## src/rtl/spi_frame_fsm.sv

```systemverilog
`default_nettype none
// ============================================================================
//  Module   : spi_frame_fsm
//  Purpose  : Frame sequencer for the SPI memory slave. Counts address bits,
//             decodes the R/W bit and issues one-clk strobes for address
//             latch, data-memory write, MISO shift-register load and burst
//             address increment. CS release aborts the frame cleanly.
//  Revision : 1.0 - initial release
// ============================================================================
module spi_frame_fsm #(
  parameter int ADDR_W   = 7,
  parameter int DATA_W   = 8,
  parameter bit BURST_EN = 1'b1
) (
  input  logic clk,
  input  logic rst_n,
  input  logic sclk_rise,
  input  logic sclk_fall,
  input  logic cs,
  input  logic lsbsrop,
  output logic addr_we,
  output logic dm_we,
  output logic sr_we,
  output logic miso_bufe,
  output logic addr_inc,
  output logic busy,
  output logic frame_err
);

  localparam int MAX_W = (ADDR_W > DATA_W) ? ADDR_W : DATA_W;
  localparam int CNT_W = $clog2(MAX_W + 1);

  localparam logic [CNT_W-1:0] C_ADDR_LAST = CNT_W'(ADDR_W - 1);
  localparam logic [CNT_W-1:0] C_DATA_LAST = CNT_W'(DATA_W - 1);
  localparam logic [CNT_W-1:0] C_ONE       = CNT_W'(1);

  typedef enum logic [3:0] {
    S_IDLE    = 4'd0,
    S_ADDR    = 4'd1,
    S_RW_WAIT = 4'd2,
    S_RW_EVAL = 4'd3,
    S_WR      = 4'd4,
    S_WR_INC  = 4'd5,
    S_RD_LOAD = 4'd6,
    S_RD      = 4'd7,
    S_HOLD    = 4'd8
  } state_t;

  state_t           state_q, state_d;
  logic [CNT_W-1:0] cnt_q, cnt_d;
  // Set once the first data unit of the frame has completed; an abort after
  // that point is a legitimate end of a burst, not a frame error.
  logic             done_q, done_d;
  logic             addr_we_q, addr_we_d;
  logic             dm_we_q, dm_we_d;
  logic             sr_we_q, sr_we_d;
  logic             miso_bufe_q, miso_bufe_d;
  logic             addr_inc_q, addr_inc_d;
  logic             busy_q, busy_d;
  logic             frame_err_q, frame_err_d;

  // Next-state and next-output decode; a CS release outranks any SCLK edge.
  always_comb begin
    state_d     = state_q;
    cnt_d       = cnt_q;
    done_d      = done_q;
    addr_we_d   = 1'b0;
    dm_we_d     = 1'b0;
    sr_we_d     = 1'b0;
    miso_bufe_d = 1'b0;
    addr_inc_d  = 1'b0;
    frame_err_d = 1'b0;

    if (cs && (state_q != S_IDLE) && (state_q != S_HOLD)) begin
      state_d     = S_IDLE;
      cnt_d       = '0;
      done_d      = 1'b0;
      frame_err_d = ~done_q;
    end else begin
      case (state_q)
        S_IDLE: begin
          cnt_d  = '0;
          done_d = 1'b0;
          if (!cs) state_d = S_ADDR;
        end
        S_ADDR: begin
          if (sclk_rise) begin
            if (cnt_q == C_ADDR_LAST) begin
              addr_we_d = 1'b1;
              cnt_d     = '0;
              state_d   = S_RW_WAIT;
            end else begin
              cnt_d = cnt_q + C_ONE;
            end
          end
        end
        S_RW_WAIT: begin
          if (sclk_rise) state_d = S_RW_EVAL;
        end
        S_RW_EVAL: begin
          cnt_d   = '0;
          state_d = lsbsrop ? S_RD_LOAD : S_WR;
        end
        S_WR: begin
          if (sclk_rise) begin
            if (cnt_q == C_DATA_LAST) begin
              dm_we_d = 1'b1;
              done_d  = 1'b1;
              cnt_d   = '0;
              state_d = BURST_EN ? S_WR_INC : S_HOLD;
            end else begin
              cnt_d = cnt_q + C_ONE;
            end
          end
        end
        S_WR_INC: begin
          // addr_inc trails dm_we by one clk so the write uses the old address
          addr_inc_d = 1'b1;
          cnt_d      = sclk_rise ? C_ONE : '0;
          state_d    = S_WR;
        end
        S_RD_LOAD: begin
          // keeps the driver enabled between burst units
          miso_bufe_d = miso_bufe_q;
          if (sclk_fall) begin
            sr_we_d     = 1'b1;
            miso_bufe_d = 1'b1;
            cnt_d       = '0;
            state_d     = S_RD;
          end
        end
        S_RD: begin
          miso_bufe_d = 1'b1;
          if (sclk_rise) begin
            if (cnt_q == C_DATA_LAST) begin
              done_d = 1'b1;
              cnt_d  = '0;
              if (BURST_EN) begin
                addr_inc_d = 1'b1;
                state_d    = S_RD_LOAD;
              end else begin
                miso_bufe_d = 1'b0;
                state_d     = S_HOLD;
              end
            end else begin
              cnt_d = cnt_q + C_ONE;
            end
          end
        end
        S_HOLD: begin
          if (cs) state_d = S_IDLE;
        end
        default: begin
          state_d = S_IDLE;
          cnt_d   = '0;
          done_d  = 1'b0;
        end
      endcase
    end

    busy_d = (state_d != S_IDLE);
  end

  // State, counter and registered outputs; reset drops every output at once.
  always_ff @(posedge clk or negedge rst_n) begin
    if (!rst_n) begin
      state_q     <= S_IDLE;
      cnt_q       <= '0;
      done_q      <= 1'b0;
      addr_we_q   <= 1'b0;
      dm_we_q     <= 1'b0;
      sr_we_q     <= 1'b0;
      miso_bufe_q <= 1'b0;
      addr_inc_q  <= 1'b0;
      busy_q      <= 1'b0;
      frame_err_q <= 1'b0;
    end else begin
      state_q     <= state_d;
      cnt_q       <= cnt_d;
      done_q      <= done_d;
      addr_we_q   <= addr_we_d;
      dm_we_q     <= dm_we_d;
      sr_we_q     <= sr_we_d;
      miso_bufe_q <= miso_bufe_d;
      addr_inc_q  <= addr_inc_d;
      busy_q      <= busy_d;
      frame_err_q <= frame_err_d;
    end
  end

  assign addr_we   = addr_we_q;
  assign dm_we     = dm_we_q;
  assign sr_we     = sr_we_q;
  assign miso_bufe = miso_bufe_q;
  assign addr_inc  = addr_inc_q;
  assign busy      = busy_q;
  assign frame_err = frame_err_q;

endmodule
`default_nettype wire

```

## config.mk

```make
export PLATFORM = sky130hd
export DESIGN_NAME = spi_frame_fsm
export DESIGN_NICKNAME = d
export VERILOG_FILES = /design/src/rtl/spi_frame_fsm.sv
export SDC_FILE = /design/constraint.sdc
export NUM_CORES = 1
export LEC_CHECK = 0
export CORE_MARGIN = 10
export CORE_UTILIZATION = 47
export DETAILED_ROUTE_END_ITERATION = 10
export GPL_ROUTABILITY_DRIVEN = 0
export PLACE_DENSITY = 0.82
export SLEW_MARGIN = 20
export SYNTH_ARGS = -nofsm -noshare
export SYNTH_HDL_FRONTEND = slang
export SYNTH_SLANG_ARGS = --single-unit
export TNS_END_PERCENT = 5
```

## constraint.sdc

```tcl
create_clock -name clk -period 1.85 [get_ports clk]
set_input_delay 0.185 -clock clk [delete_from_list [all_inputs] [get_ports clk]]
set_output_delay 0.185 -clock clk [all_outputs]
set_load 0.05 [all_outputs]
```

# After elaboration in Yosys (flattened, before gate mapping)
# Index checks and enable logic that the tools add are counted.
[word_totals]
register_bits = 16
in_bits = 6
word_cells = 81
output_inout_bits = 7
[classes]
eq_ne = 17
muxes = 42
add_sub_neg = 1
n_bitwise = 1
n_reduce_logical = 10
[op_table]
columns = ["cell", "n"]
rows = [
  ["$mux 4", 17],
  ["$pmux 4 s9", 1],
  ["$eq 4x3->1 const B", 6],
  ["$pmux 4 s5", 1],
  ["$mux 1", 19],
  ["$eq 4x2->1 const B", 2],
  ["$reduce_bool 4->1", 2],
  ["$ne 3x1->1 const B", 2],
  ["$ne 3x3->1 const B", 2],
  ["$pmux 1 s2", 3],
  ["$reduce_or 6->1", 1],
  ["$add 4x1->4 const B", 1],
  ["$eq 4x1->1 const B", 1],
  ["$eq 4x4->1 const B", 1],
  ["$logic_not 4->1", 1],
  ["$ne 2x1->1 const B", 2],
  ["$ne 4x4->1 const B", 1],
  ["$reduce_and 4->1", 1],
  ["$reduce_or 2->1", 2],
  ["$reduce_and 3->1", 1],
  ["$logic_and 1x1->1", 2],
  ["$mux 2", 1],
  ["$not 1->1", 1],
]

# Depth between registers and ports, before layout
# Gate-level depths: netlist of run 1.
[logic_depth]
depth_word = 6
depth_mapped = 6
mapped_depth_nobuf = 6

# Worst setup path before layout of run 1
# No wires, ideal clock.
[synth_timing]
path_kind = "reg2reg"
from = "register state_q[1]"
to = "register cnt_q[2]"
arrival_time_ns = 1.673
setup_slack_ns = 0.094
setup_time_ns = 0.083
path_stages_with_launch = 7
synth_period_minus_slack_ns = 1.756
required_time_ns = 1.767
path_buffers = 1
path_cell_list = "dfrtp_1 > clkbuf_1 > or4b_1 > a21o_1 > a2111oi_2 > o21ai_1 > o21ai_0"
[synth_between]
elab_chain_cells = 5
word_cells_on_any_way = 20
classes_between = "eq/ne (12); mux (2); reduce/logical (6)"
[synth_lines]
columns = ["element", "line_no", "text"]
rows = [
  ["from (decl)", "49", "state_t state_q, state_d;"],
  ["from (signal assigned)", "178", "state_q <= state_d;"],
  ["$reduce_bool 4->1", "74", "if (cs && (state_q != S_IDLE) && (state_q != S_HOLD)) begin"],
  ["$logic_and 1x1->1 (2 in a row)", "74", ""],
  ["$ne 3x3->1 (no line), or another cell as far along", "-", ""],
  ["$reduce_and 4->1 (no line)", "-", ""],
  ["to (signal assigned)", "179", "cnt_q <= cnt_d;"],
  ["to (decl)", "50", "logic [CNT_W-1:0] cnt_q, cnt_d;"],
]
# Several ways; a longest one is shown, not always the timed one.
# A chain may end at the register's enable or synchronous reset.

# Worst setup path after layout of run 1
[layout_timing]
from = "register state_q[2]"
to = "register cnt_q[3]"
# Same word-level chain as after synthesis.

==> impl_metrics.toml, run 1 <==
[global_routing]
grt_max_degree = 17
antenna_found_initial = 0
overflow = 0
grt_pass1_wl_mm = 3.553
track_usage_pct = 10.85
grt_pass1_vias = 799

[power]
power_density_nw_per_um2 = 570.7
peakVddDrop_mv = 0.3283
total_power_w = 0.0006834
leakagePower_nw = 0.5079

[timing]
clock_skew_ns = 0.001447
layout_min_cycle_time_ns = 1.799
fmax_mhz = 555.8
rsz0062_at_grt = "true"
fin_crit_sh_pct = 97.26
final-setup-viol-count = 0
max_slew_margin_pct = 66.32
finalHoldViolCount = 0
maxSlewViolCount = 0
holdWs_ns = 0.1966
worst_pin_slew_ns = 0.5036

[drt]
dr.pass1.iters = 4
post_drt_via_cell_ratio = 5.849
drc = 0
routed_wirelength_mm = 2.216
ant_nets = 0
vias = 854
drt_first_iter_violations = 50
wl_per_cell_um = 15.18

[layout]
antenna_cells = 0
fin_nets = 130
regArea_um2 = 400.4
drive_gt1_share_pct = 20.66
n_fill_cell = 150
stdcell_count = 146
final_common_cell = "dfrtp_1"
multi_input_area_um2 = 504.2
area_growth_pct = 29.67
layout_common_cells = "dfrtp_1 (16), clkdlybuf4s50_1 (12), buf_4 (12)"
finalCoreUtilization_pct = 66.46

[logic_synthesis]
ys_async_sr_fraction_pct = 100.0
syn_nets = 108
ys_ff_latch = 16
synthDistinctLibCells = 39
synth_ff_type = "dfrtp_1"
syn_area_per_cell_um2 = 9.234
synth_area_um2 = 923.4
synth_edf_count = 0
yosysSeqAreaShare_pct = 43.36
syn_inst = 100
ys.warnings.count = 0

[cts]
htree_levels = 1
ctsLongestPathBuffers = 2
cts.sinks = 16
cts_buffers = 3
root_buffer = "clkbuf_4"
clk_pin_slew_ns = 0.09
clk_latency_ns = 0.29
cts_tree = "yes"

[min_path]
hp-class = "primary input to async pin"

[setup_path]
worstPathCellList = "or4b_1 -> a21o_1 -> a211oi_2 -> a21oi_1 -> o22ai_1"
worstReg2RegStart = "state_q[2]"
slowest_delay_ns = 0.56
path_max_fanout = 4
ff2ff_setup_slack_ns = 0.05
arrival_ns = 2.01
critPathCaptureType = "flop"
cp-startpoint = "state_q[2]"
cp_slowest_cell = "or4b_1"
reg2regPathDepth = 5
worst_ep_required_time_ns = 2.07
crit_type = "flop to flop"
r2r_end = "cnt_q[3]"
critPathLaunchType = "flop"

[placed_design]
place_hpwl_mm = 1.701
io_buffer_count = 12
dpl.cell_count = 140

[job]
max_cap_viol_count = 0

[run_status]
outcome = "finished clean"

[floorplan]
die_w_um = 64.33
core_area_um2 = 1802
rows = 15
dieArea_um2 = 4138
ios = 13
start_util_pct = 51.25
die_h_um = 64.33
## cells by family (layout without fill, tap and decap cells)
logic type / Yosys count / count (layout) / synth area share (%)
compound gates: 29 / 29 / 22.49
xor+xnor: 1 / 1 / 0.9487
fa+ha+maj: 2 / 2 / 2.710
buf+inv: 11 / 32 / 4.606
flops: 16 / 16 / 43.36
mux: 1 / 1 / 1.219
simple gates: 40 / 40 / 24.66
## cells in the mapped netlist, types with 2 or more instances
| cell | instances | area share, % |
|---|---|---|
| a211oi_1 | 2 | 1.6 |
| a21oi_1 | 7 | 3.8 |
| clkbuf_1 | 6 | 2.4 |
| dfrtp_1 | 16 | 43 |
| ha_1 | 2 | 2.7 |
| inv_1 | 4 | 1.6 |
| nand2_1 | 5 | 2.0 |
| nand2b_1 | 5 | 3.4 |
| nand3_1 | 2 | 1.1 |
| nor2_1 | 8 | 3.3 |
| nor3_1 | 5 | 2.7 |
| nor3b_1 | 3 | 2.4 |
| nor4b_1 | 3 | 2.8 |
| o21ai_0 | 5 | 2.7 |
| o21ai_1 | 2 | 1.1 |
| or2_2 | 2 | 1.4 |
## how the worst max path moves through the flow
| stage | to | depth (start not counted) |
|---|---|---|
| final | cnt_q[3] | 5 |
| after global routing | cnt_q[0] | 6 |
| after global placement | cnt_q[3] | 5 |
| after floorplan | cnt_q[2] | 6 |
| after CTS | cnt_q[3] | 5 |
| after detailed placement | cnt_q[3] | 5 |
## layout make-up
cell class,count,share of cell area (%)
Timing Repair Buffer,24,17.55
Sequential cell,16,33.44
Inverter,4,1.254
Clock buffer,4,3.030
Multi-Input combinational cell,73,42.11
Tap cell,25,2.612
## metrics by stage
step	setup WS (ns)	instance area, um2	TNS [ns]
3_5_place_dp	0.02629	1122	0
4_1_cts	0.02455	1159	0
3_3_place_gp	0.08491	1122	0
5_1_grt	-0.06365	1197	-0.1075
6_report	0.05064	1197	0
2_1_floorplan	0.09450	923.4	0
## worst max-delay path: cells and delay by family, from the launching register on
kind | cells | cell delay (ns)
and+or+nand+nor | 1 | 0.56
AOI/OAI and AO/OA | 4 | 0.78
DFF | 1 | 0.38
## metal layers
layer / vias up / track usage [%] / wire, um
li1: 409 / - / -
met3: 7 / 4.007 / 140
met5: - / 0 / 0
met4: 0 / 7.754 / 61
met2: 28 / 15.89 / 1064
met1: 410 / 12.70 / 948
## what timing repair did
action                                  4_1_cts  5_1_grt
gates resized for setup                       0        4
setup buffers                                 0        2
hold buffers                                  0        0
endpoints found under the hold margin         0        0
endpoints found under the setup margin        0        4
## sequential cells by signal, indices dropped and copies added, names as in the netlist
name,flops
dm_we,1
sr_we,1
addr_we,1
done_q,1
frame_err,1
addr_inc,1
miso_bufe,1
busy,1
cnt_q,4
state_q,4
## where the power goes
group | internal [W] | total, W | leakage, nW | switching [W]
Sequential | 0.000354 | 0.000358 | 0.217 | 0.00000384
Clock | 0.000120 | 0.000233 | 0.0210 | 0.000113
Combinational | 0.0000393 | 0.0000924 | 0.269 | 0.0000532
Total | 0.000513 | 0.000683 | 0.508 | 0.000170
(Power assumes the default switching activity.)
==> run 2, diff against run 1 <==
--- a/config.mk
+++ b/config.mk
@@ -5,8 +5,9 @@
 export SDC_FILE = /design/constraint.sdc
 export NUM_CORES = 1
 export LEC_CHECK = 0
+export ABC_AREA = 1
 export CORE_MARGIN = 10
-export CORE_UTILIZATION = 47
+export CORE_UTILIZATION = 48
 export DETAILED_ROUTE_END_ITERATION = 10
 export GPL_ROUTABILITY_DRIVEN = 0
 export PLACE_DENSITY = 0.82
==> run 2 against run 1 <==
Compared with the run above: sequential power grew 26%; cell area fell by 0.84%; maximum frequency rose by 11%; largest cell class unchanged; via count grew 11%; sequential cell count is the same; clock-buffer cell count is 1 lower; largest power group is now combinational logic; global-route usage rose by 0.12 points.
==> impl_metrics.toml, run 2 <==
[layout]
finalCoreUtilization_pct = 59.31
layout_common_cells = "nand2_1 (36), nor2_1 (18), inv_1 (16), nand3_1 (16), dfrtp_1 (16)"
reg_top3 = "cnt_q: 4 flops, state_q: 4 flops"
final_common_cell = "nand2_1"
area_growth_pct = 15.73
drive_gt1_share_pct = 13.73
fin_nets = 163
antenna_cells = 0

[global_routing]
grt_pass1_wl_mm = 3.774
grt_max_degree = 17
antenna_found_initial = 0
grt_pass1_vias = 867
track_usage_pct = 10.97
overflow = 0

[logic_synthesis]
yosysTopAreaCellShare_pct = 39.02
synth_ff_type = "dfrtp_1"
synth_most_common_cell = "nand2_1"
synthTopCellsByCount = "nand2_1 (36), nor2_1 (18), dfrtp_1 (16), inv_1 (16), nand3_1 (16)"
synth_area_um2 = 1026
ys_ff_latch = 16
syn_inst = 139
synth_top_cell_by_area = "dfrtp_1"
ys_async_sr_fraction_pct = 100.0
synth_edf_count = 0
syn_area_per_cell_um2 = 7.381
synthDistinctLibCells = 24
synth.area.top_cells = "dfrtp_1 (39%), nand2_1 (13%), nand3_1 (7.8%)"
syn_nets = 147
ys.warnings.count = 0
yosysSeqAreaShare_pct = 39.02

[setup_path]
reg2regPathDepth = 9
path_buf_inv = 1
critPathTopFamily = "buffers and inverters"
worstPathCellList = "clkdlybuf4s50_1"
arrival_ns = 1.44
crit_type = "flop to output pin"
path_max_fanout = 2
ff2ff_setup_slack_ns = 0.25
r2r_end = "cnt_q[0]"
cp_slowest_cell = "clkdlybuf4s50_1"
slowest_delay_ns = 0.81
worst_ep_required_time_ns = 1.66
worstReg2RegStart = "state_q[1]"
crit_cells = 1
critPathCaptureType = "output pin"
critPathLaunchType = "flop"

[power]
power.share.switching_pct = 42.11
power_density_nw_per_um2 = 905.1
power.internal_w = 0.0006221
peakVddDrop_mv = 0.5830
leakagePower_nw = 0.6272
p_seq_share_pct = 41.8
power_switching_w = 0.0004526
pwr-share-clk_pct = 15.0
combPwrFrac_pct = 43.1

[cts]
root_buffer = "clkbuf_4"
clk_latency_ns = 0.27
postCtsSetupBuffers = 0
htree_levels = 1
cts_resized = 0
cts_buffers = 3
cts_tree = "yes"
clk_pin_slew_ns = 0.08
ctsLongestPathBuffers = 2
holdBufCountCts = 0
cts.sinks = 16

[timing]
max_slew_margin_pct = 56.06
maxSlewViolCount = 0
finalHoldViolCount = 0
layout_min_cycle_time_ns = 1.621
fmax_mhz = 616.9
fin_crit_sh_pct = 87.62
clock_skew_ns = 0.005475
worst_pin_slew_ns = 0.6570
final-setup-viol-count = 0
fin_tns_setup_ns = 0
rsz0062_at_grt = "false"

[min_path]
hp-class = "primary input to async pin"

[drt]
drt_first_iter_violations = 42
ant_nets = 0
wl_per_cell_um = 12.57
vias = 952
drc = 0
post_drt_via_cell_ratio = 5.289
routed_wirelength_mm = 2.263
dr.pass1.iters = 4

[floorplan]
die_h_um = 66.23
ios = 13
dieArea_um2 = 4386
start_util_pct = 51.25
die_w_um = 66.23
core_area_um2 = 2002
rows = 16

[job]
max_cap_viol_count = 0

[run_status]
outcome = "finished clean"

[placed_design]
io_buffer_count = 12
place_hpwl_mm = 1.843
run 2: metal layers:
layer  track usage (%)  routed length [um]  share of wire, %  up-vias
met2             16.51                1004                44       47
li1                  -                   -                 -      467
met1             14.08                 991                44      434
met4             4.188                  36               1.6        0
met3             3.559                 232                10        4
met5                 0                   0                 0        -
run 2: power groups by stage:
stage	registers (W)	logic (W)	clock network, W
2_1_floorplan	0.000505	0.000288	0
3_3_place_gp	0.000451	0.000449	0
3_5_place_dp	0.000454	0.000461	0
4_1_cts	0.000448	0.000462	0.000169
5_1_grt	0.000459	0.000511	0.000188
6_report	0.000450	0.000463	0.000162
run 2: metrics by stage:
stage | std cells | power (W) | area, um2 | setup slack [ns] | hold slack (ns)
after floorplan | 139 | 0.0007932 | 1026 | 0.5075 | -0.1106
after global placement | 177 | 0.0009001 | 1165 | 0.2679 | 0.4411
final | 180 | 0.001075 | 1187 | 0.2291 | 0.3153
after CTS | 180 | 0.001079 | 1187 | 0.2039 | 0.3353
after global routing | 180 | 0.001158 | 1187 | 0.08384 | 0.3592
after detailed placement | 177 | 0.0009157 | 1165 | 0.2334 | 0.4639
run 2: cells by family (layout without fill, tap and decap cells):
group / after synthesis / count (layout) / synth area share, %
and+or+nand+nor: 86 / 86 / 41.34
DFF: 16 / 16 / 39.02
adders and majority gates: 2 / 2 / 2.439
buffers and inverters: 21 / 35 / 9.146
AOI/OAI and AO/OA: 13 / 13 / 7.195
xor gates and xnor gates: 1 / 1 / 0.8538
run 2: how the worst max path moves through the flow:
stage | start | to | slack (ns)
2_1_floorplan | cnt_q[0] | busy | 0.51
3_5_place_dp | cs | cnt_q[0] | 0.23
5_1_grt | cnt_q[0] | busy | 0.08
3_3_place_gp | cs | cnt_q[0] | 0.27
4_1_cts | miso_bufe | miso_bufe | 0.20
6_report | miso_bufe | miso_bufe | 0.23
run 2: area by class of cell:
type,count,area (um2)
Fill cell,187,814.5
Multi-Input combinational cell,102,531.8
Sequential cell,16,400.4
Timing Repair Buffer,13,127.6
Inverter,19,71.32
Tap cell,27,33.78
Clock buffer,3,22.52
==> run 3, diff against run 2 <==
--- a/config.mk
+++ b/config.mk
@@ -8,6 +8,7 @@
 export ABC_AREA = 1
 export CORE_MARGIN = 10
 export CORE_UTILIZATION = 48
+export CTS_CLUSTER_SIZE = 10
 export DETAILED_ROUTE_END_ITERATION = 10
 export GPL_ROUTABILITY_DRIVEN = 0
 export PLACE_DENSITY = 0.82
==> results of run 3 <==
No change in the layout: final DEF, timing and power equal those of run 2.
